**src/rtl/clip_ctrl_pkg.sv**
```systemverilog
// Shared types and defaults for the two-clip record/play controller.
package clip_ctrl_pkg;

  localparam int unsigned ADDR_W_DEF = 14;
  localparam int unsigned DATA_W_DEF = 8;

  localparam logic CLIP_A = 1'b0;
  localparam logic CLIP_B = 1'b1;

  typedef enum logic [1:0] {
    IDLE,
    REC,
    PLAY
  } clip_state_t;

endpackage

```
**src/rtl/button_debounce.sv**
```systemverilog
// Debounces one synchronized button level and emits a one-cycle event on each accepted press.
module button_debounce #(
  parameter int unsigned DEBOUNCE_CYCLES = 1000000
) (
  input  logic clock,
  input  logic reset,
  input  logic raw,
  output logic level,
  output logic press_evt
);

  localparam int unsigned CNT_W = (DEBOUNCE_CYCLES > 1) ? $clog2(DEBOUNCE_CYCLES) : 1;
  localparam logic [CNT_W-1:0] CNT_LAST = CNT_W'(DEBOUNCE_CYCLES - 1);

  logic [CNT_W-1:0] r_cnt;
  logic             r_level;
  logic             r_level_d;
  logic             r_evt;

  // Level flips only after raw has disagreed for a full run of cycles; any agreement restarts it.
  always_ff @(posedge clock) begin
    if (!reset) begin
      r_cnt     <= '0;
      r_level   <= 1'b0;
      r_level_d <= 1'b0;
      r_evt     <= 1'b0;
    end else begin
      r_level_d <= r_level;
      r_evt     <= r_level & ~r_level_d;
      if (raw != r_level) begin
        if (r_cnt == CNT_LAST) begin
          r_level <= raw;
          r_cnt   <= '0;
        end else begin
          r_cnt <= r_cnt + CNT_W'(1);
        end
      end else begin
        r_cnt <= '0;
      end
    end
  end

  assign level     = r_level;
  assign press_evt = r_evt;

endmodule

```
**src/rtl/clip_record_controller.sv**
```systemverilog
// Record/play controller for two audio clips sharing one sample memory.
module clip_record_controller
  import clip_ctrl_pkg::*;
#(
  parameter int unsigned ADDR_W          = ADDR_W_DEF,
  parameter int unsigned DATA_W          = DATA_W_DEF,
  parameter int unsigned DEBOUNCE_CYCLES = 1000000
) (
  input  logic              clock,
  input  logic              reset,
  input  logic              record_s,
  input  logic              play_s,
  input  logic              clip_wr_s,
  input  logic              clip_rd_s,
  input  logic              sample_tick,
  input  logic [DATA_W-1:0] sample_in,
  output logic [ADDR_W:0]   mem_addr,
  output logic [DATA_W-1:0] mem_wdata,
  output logic              mem_we,
  output logic              mem_re,
  output logic              recording,
  output logic              playing,
  output logic              done
);

  localparam int unsigned LEN_W = ADDR_W + 1;
  localparam logic [ADDR_W-1:0] OFF_LAST = '1;
  localparam logic [LEN_W-1:0]  LEN_FULL = {1'b1, {ADDR_W{1'b0}}};

  logic w_rec_level;
  logic w_rec_press;
  logic w_play_level;
  logic w_play_press;
  logic w_rec_evt;
  logic w_play_evt;

  button_debounce #(.DEBOUNCE_CYCLES(DEBOUNCE_CYCLES)) u_rec_db (
    .clock     (clock),
    .reset     (reset),
    .raw       (record_s),
    .level     (w_rec_level),
    .press_evt (w_rec_press)
  );

  button_debounce #(.DEBOUNCE_CYCLES(DEBOUNCE_CYCLES)) u_play_db (
    .clock     (clock),
    .reset     (reset),
    .raw       (play_s),
    .level     (w_play_level),
    .press_evt (w_play_press)
  );

  // A press only counts while the debounced button is still held.
  assign w_rec_evt  = w_rec_press & w_rec_level;
  assign w_play_evt = w_play_press & w_play_level;

  clip_state_t       r_state;
  clip_state_t       w_state_next;
  logic              r_clip;
  logic              w_clip_next;
  logic [ADDR_W-1:0] r_offset;
  logic [ADDR_W-1:0] w_offset_next;
  logic [LEN_W-1:0]  r_len      [2];
  logic [LEN_W-1:0]  w_len_next [2];
  logic [ADDR_W:0]   r_addr;
  logic [ADDR_W:0]   w_addr_next;
  logic [DATA_W-1:0] r_wdata;
  logic [DATA_W-1:0] w_wdata_next;
  logic              r_we;
  logic              w_we_next;
  logic              r_re;
  logic              w_re_next;
  logic              r_done;
  logic              w_done_next;
  logic              r_recording;
  logic              r_playing;

  always_ff @(posedge clock) begin
    if (!reset) begin
      r_state     <= IDLE;
      r_clip      <= CLIP_A;
      r_offset    <= '0;
      r_len[0]    <= '0;
      r_len[1]    <= '0;
      r_addr      <= '0;
      r_wdata     <= '0;
      r_we        <= 1'b0;
      r_re        <= 1'b0;
      r_done      <= 1'b0;
      r_recording <= 1'b0;
      r_playing   <= 1'b0;
    end else begin
      r_state     <= w_state_next;
      r_clip      <= w_clip_next;
      r_offset    <= w_offset_next;
      r_len[0]    <= w_len_next[0];
      r_len[1]    <= w_len_next[1];
      r_addr      <= w_addr_next;
      r_wdata     <= w_wdata_next;
      r_we        <= w_we_next;
      r_re        <= w_re_next;
      r_done      <= w_done_next;
      r_recording <= (w_state_next == REC);
      r_playing   <= (w_state_next == PLAY);
    end
  end

  always_comb begin
    w_state_next  = r_state;
    w_clip_next   = r_clip;
    w_offset_next = r_offset;
    w_len_next[0] = r_len[0];
    w_len_next[1] = r_len[1];
    w_addr_next   = r_addr;
    w_wdata_next  = r_wdata;
    w_we_next     = 1'b0;
    w_re_next     = 1'b0;
    w_done_next   = 1'b0;

    case (r_state)
      IDLE: begin
        // Record has priority; playing an empty clip is silently ignored.
        if (w_rec_evt) begin
          w_clip_next   = clip_wr_s;
          w_offset_next = '0;
          w_state_next  = REC;
        end else if (w_play_evt && (r_len[clip_rd_s] != '0)) begin
          w_clip_next   = clip_rd_s;
          w_offset_next = '0;
          w_state_next  = PLAY;
        end
      end

      REC: begin
        // A stop press wins over a tick arriving in the same cycle.
        if (w_rec_evt) begin
          w_len_next[r_clip] = {1'b0, r_offset};
          w_done_next        = 1'b1;
          w_state_next       = IDLE;
        end else if (sample_tick) begin
          w_we_next    = 1'b1;
          w_addr_next  = {r_clip, r_offset};
          w_wdata_next = sample_in;
          if (r_offset == OFF_LAST) begin
            w_len_next[r_clip] = LEN_FULL;
            w_done_next        = 1'b1;
            w_state_next       = IDLE;
          end else begin
            w_offset_next = r_offset + ADDR_W'(1);
          end
        end
      end

      PLAY: begin
        if (w_play_evt) begin
          w_done_next  = 1'b1;
          w_state_next = IDLE;
        end else if (sample_tick) begin
          w_re_next   = 1'b1;
          w_addr_next = {r_clip, r_offset};
          if ({1'b0, r_offset} == (r_len[r_clip] - LEN_W'(1))) begin
            w_done_next  = 1'b1;
            w_state_next = IDLE;
          end else begin
            w_offset_next = r_offset + ADDR_W'(1);
          end
        end
      end

      default: w_state_next = IDLE;
    endcase
  end

  assign mem_addr  = r_addr;
  assign mem_wdata = r_wdata;
  assign mem_we    = r_we;
  assign mem_re    = r_re;
  assign recording = r_recording;
  assign playing   = r_playing;
  assign done      = r_done;

endmodule

```
**config.mk**
```make
export PLATFORM = sky130hd
export DESIGN_NAME = clip_record_controller
export DESIGN_NICKNAME = d
export VERILOG_FILES = /design/src/rtl/clip_ctrl_pkg.sv /design/src/rtl/button_debounce.sv /design/src/rtl/clip_record_controller.sv
export SDC_FILE = /design/constraint.sdc
export NUM_CORES = 1
export LEC_CHECK = 0
export CELL_PAD_IN_SITES_DETAIL_PLACEMENT = 0
export CELL_PAD_IN_SITES_GLOBAL_PLACEMENT = 1
export CORE_ASPECT_RATIO = 0.75
export CORE_MARGIN = 2
export CORE_UTILIZATION = 41
export DETAILED_ROUTE_END_ITERATION = 16
export GPL_TIMING_DRIVEN = 0
export MAX_ROUTING_LAYER = met4
export PLACE_DENSITY = 0.77
export SYNTH_ARGS = -nofsm -noshare
export SYNTH_HDL_FRONTEND = slang
export SYNTH_SLANG_ARGS = --single-unit
```
**constraint.sdc**
```tcl
create_clock -name clock -period 3.6 [get_ports clock]
set_input_delay 0.9 -clock clock [delete_from_list [all_inputs] [get_ports clock]]
set_output_delay 0.9 -clock clock [all_outputs]
set_load 0.05 [all_outputs]
```
==> out/metrics.cfg <==
[yosys]
synth_top_family_by_area = simple AND/OR/NAND/NOR gates
yosysWarningCount = 0
synth_seq_area_share_pct = 39.8
synth_fp_nets = 741
netlist_top_cells_area = dfxtp_1, nor2_1, mux2i_1
yosysTopAreaCell = dfxtp_1
netlist.area_leader.share_pct = 39.8
synth_top_flop_cell = dfxtp_1
synth-simple-area-share_pct = 26.0
synth_edf_count = 0
synth_mux_area_share_pct = 7.15
synth_compound_area_share_pct = 13.4
synth.cell_area_sq_um = 6140
synth_fa_ha_area_share_pct = 1.83
async_reset_ff_share_pct = 0
postSynthCellCount = 717
synth_xor_area_share_pct = 7.54
synth_area_per_cell_sq_um = 8.56
synth.distinct_cells = 68
ys_seq_elements = 122

[critical_path]
path_cells = buf_8 -> buf_12 -> mux2i_4 -> ha_4 -> and4bb_2 -> o22ai_4 -> o2111a_1 -> a2111o_1 -> o211ai_2 -> nor3b_2 -> or3_1 -> o41ai_1
worstSetupStartpointType = register
r2r-end = r_offset[3]$_SDFFE_PN0P_
crit_slowest_cell = o41ai_1
max_stage_delay_ns = 0.42
reg2regPathDepth = 12
arrival_ns = 3.81
r2r_slack_ns = 0.05
worstSetupPathType = register to register
path_max_fanout = 10
endpoint_kind = register
critPathRequiredTime_ns = 3.86

[clock_tree]
hold_buffers = 0
ctsRootBufferMaster = clkbuf_16
clk_latency_ns = 0.42
numCtsBuffers = 17
htreeDepth = 4
cts_buffer_depth = 2
cts.reportedPaths.clkPinSlew_ns = 0.06
cts_tree = done
cts.sinks = 122

[global_routing]
grt_use_total_pct = 22.7
grt_pass1_vias = 5253
grt_pass1_wl_microns = 27700
grt_overflow = 0
grt_max_degree = 17
antenna_found_initial = 0

[min_path]
min_path_cells = 1
worstHoldEndpoint = u_rec_db.press_evt$_SDFF_PN0_
hold_path.class = register to register
min_from = u_rec_db.r_level_d$_SDFF_PN0_

[timing]
fin_skew_ns = 0.00643
fin_setup_tns_ns = 0
clock.fmax_mhz = 282
fin_crit_ns = 3.55
setup_slack_ns = 0.0509
finalHoldViolCount = 0
hold_slack_ns = 0.383
slew_headroom_pct = 52.4
setup_viol = 0
min_period_over_period_pct = 98.6
tightest_slew_ns = 0.714
slew_viol_final = 0

[floorplan]
fp.dieArea_sq_um = 16000
initial_core_util_pct = 42.2
die_x_microns = 145
die_h_microns = 110
num_rows = 38
top_level_ports = 43
core-area_sq_um = 14500

[final_layout]
layout.cells.non_filler = 994
final_area_sq_um = 7560
final_cell_mix = nor2_1, dfxtp_1, nand2_1
antenna_cells = 0
drive_gt1_share_pct = 8.19
fillers = 1384
layout_commonest_cell = nor2_1
seq_area_sq_um = 2450
nets = 805
multi_input_area_sq_um = 3520
area.growth.synth_to_final_pct = 23.2

[route]
via_per_inst = 5.62
routed_wl_microns = 17300
first_pass_iters = 5
routedWlPerCell_microns = 17.4
post-route-drc-count = 0
drt_iter0_markers = 397
drtAntennaViolNets = 0
num_vias = 5588

[power_and_ir_drop]
irDropWorstVdd_v = 0.000301
p_leak_nw = 2.85
power.density_nw_per_um2 = 425

[place]
io_buffers = 41
dp_slack_ns = -0.299
dp.cells = 958
dpl.hpwl_microns = 12400
gp_congestion = 0.895
placed_cell_area_sq_um = 6800

[outcome]
status = finished, final reports clean

[run]
max-cap-violations = 0

-- kinds of logic after synthesis --
logic type | Yosys count
AOI/OAI and AO/OA | 117
xor gates and xnor gates | 52
adders and majority gates | 9
buffers and inverters | 60
DFF | 122
muxes | 43
and+or+nand+nor | 314
-- per-stage QoR --
step           total power (W)  util (%)
2_1_floorplan          0.00141         -
3_3_place_gp           0.00145      46.7
5_1_grt                0.00330      52.0
3_5_place_dp           0.00145      46.7
4_1_cts                0.00324      51.2
6_report               0.00321      52.0
-- flip-flops by register name, indices dropped and copies added (netlist names), 2 cells and up, named ones only --
name / cells
mem_addr: 15
mem_wdata: 8
r_len: 30
r_offset: 14
r_state: 2
u_play_db.r_cnt: 20
u_rec_db.r_cnt: 20
-- worst max-delay path, delay by kind of cell, from the launching register on --
family	cells	cell delay [ns]
compound gates	5	1.44
simple gates	3	0.78
flops	1	0.39
buf+inv	2	0.31
mux	1	0.28
fa+ha+maj	1	0.18
-- Yosys cell counts (2+ instances only) --
library cell,instances
buf_4,2
xor2_1,27
and4bb_2,2
o2111ai_1,3
o22ai_1,7
and3_1,22
or4_1,5
mux2_2,4
or3_1,10
a211oi_1,7
dfxtp_1,122
o31ai_1,3
nor4b_4,2
inv_1,13
nor3_1,16
nand4_1,14
clkbuf_1,38
nor4_1,11
o21bai_1,2
nor4b_1,8
nand3b_1,6
nand2b_1,2
mux2i_1,38
o21a_1,3
a31oi_1,3
o41ai_2,2
o21ai_0,12
ha_1,9
xnor2_1,24
or2_2,2
o211a_1,2
nor2b_1,3
o41ai_1,2
o311ai_0,4
nor2_1,122
or3b_1,2
a22oi_1,16
buf_1,2
and2_1,7
a21oi_1,34
buf_6,3
o211ai_1,2
nand3_1,30
nand4b_1,2
nand2_1,44
-- how the worst max path moves through the flow --
stage | start | endpoint | cells after the start
4_1_cts | register | r_offset[6]$_SDFFE_PN0P_ | 13
6_report | register | r_offset[3]$_SDFFE_PN0P_ | 12
3_5_place_dp | clip_rd_s | r_offset[6]$_SDFFE_PN0P_ | 10
3_3_place_gp | clip_rd_s | r_offset[6]$_SDFFE_PN0P_ | 10
5_1_grt | r_offset[0]$_SDFFE_PN0P_ | r_len[1][11]$_SDFFE_PN0P_ | 10
2_1_floorplan | register | r_offset[11]$_SDFFE_PN0P_ | 13
-- metal layers --
| layer | track usage, % | share of wire, % | vias up |
|---|---|---|---|
| met5 | - | 0 | - |
| li1 | - | - | 2692 |
| met4 | 7.21 | 1.0 | 0 |
| met3 | 4.94 | 5.9 | 16 |
| met2 | 34.2 | 44 | 183 |
| met1 | 30.8 | 49 | 2697 |
-- layout make-up --
cell class,count,area share (%)
clock buffers,27,6.91
repair buffers,45,5.82
plain buffers,46,2.99
multi-input cells,535,46.5
clock inverters,5,1.39
inverters,14,0.695
flip-flops and latches,122,32.3
well taps,200,3.31
-- report_power, final --
part | switching [W] | internal [W]
sequential | 0.00000198 | 0.00135
clock | 0.000594 | 0.00120
combinational | 0.0000407 | 0.0000221
total | 0.000637 | 0.00258
-- what timing repair did --
item	CTS	global route
pin swaps	1	2
gates resized for setup	3	17
endpoints found under the setup margin	15	38
setup buffers	2	2
(Power assumes the default switching activity.)
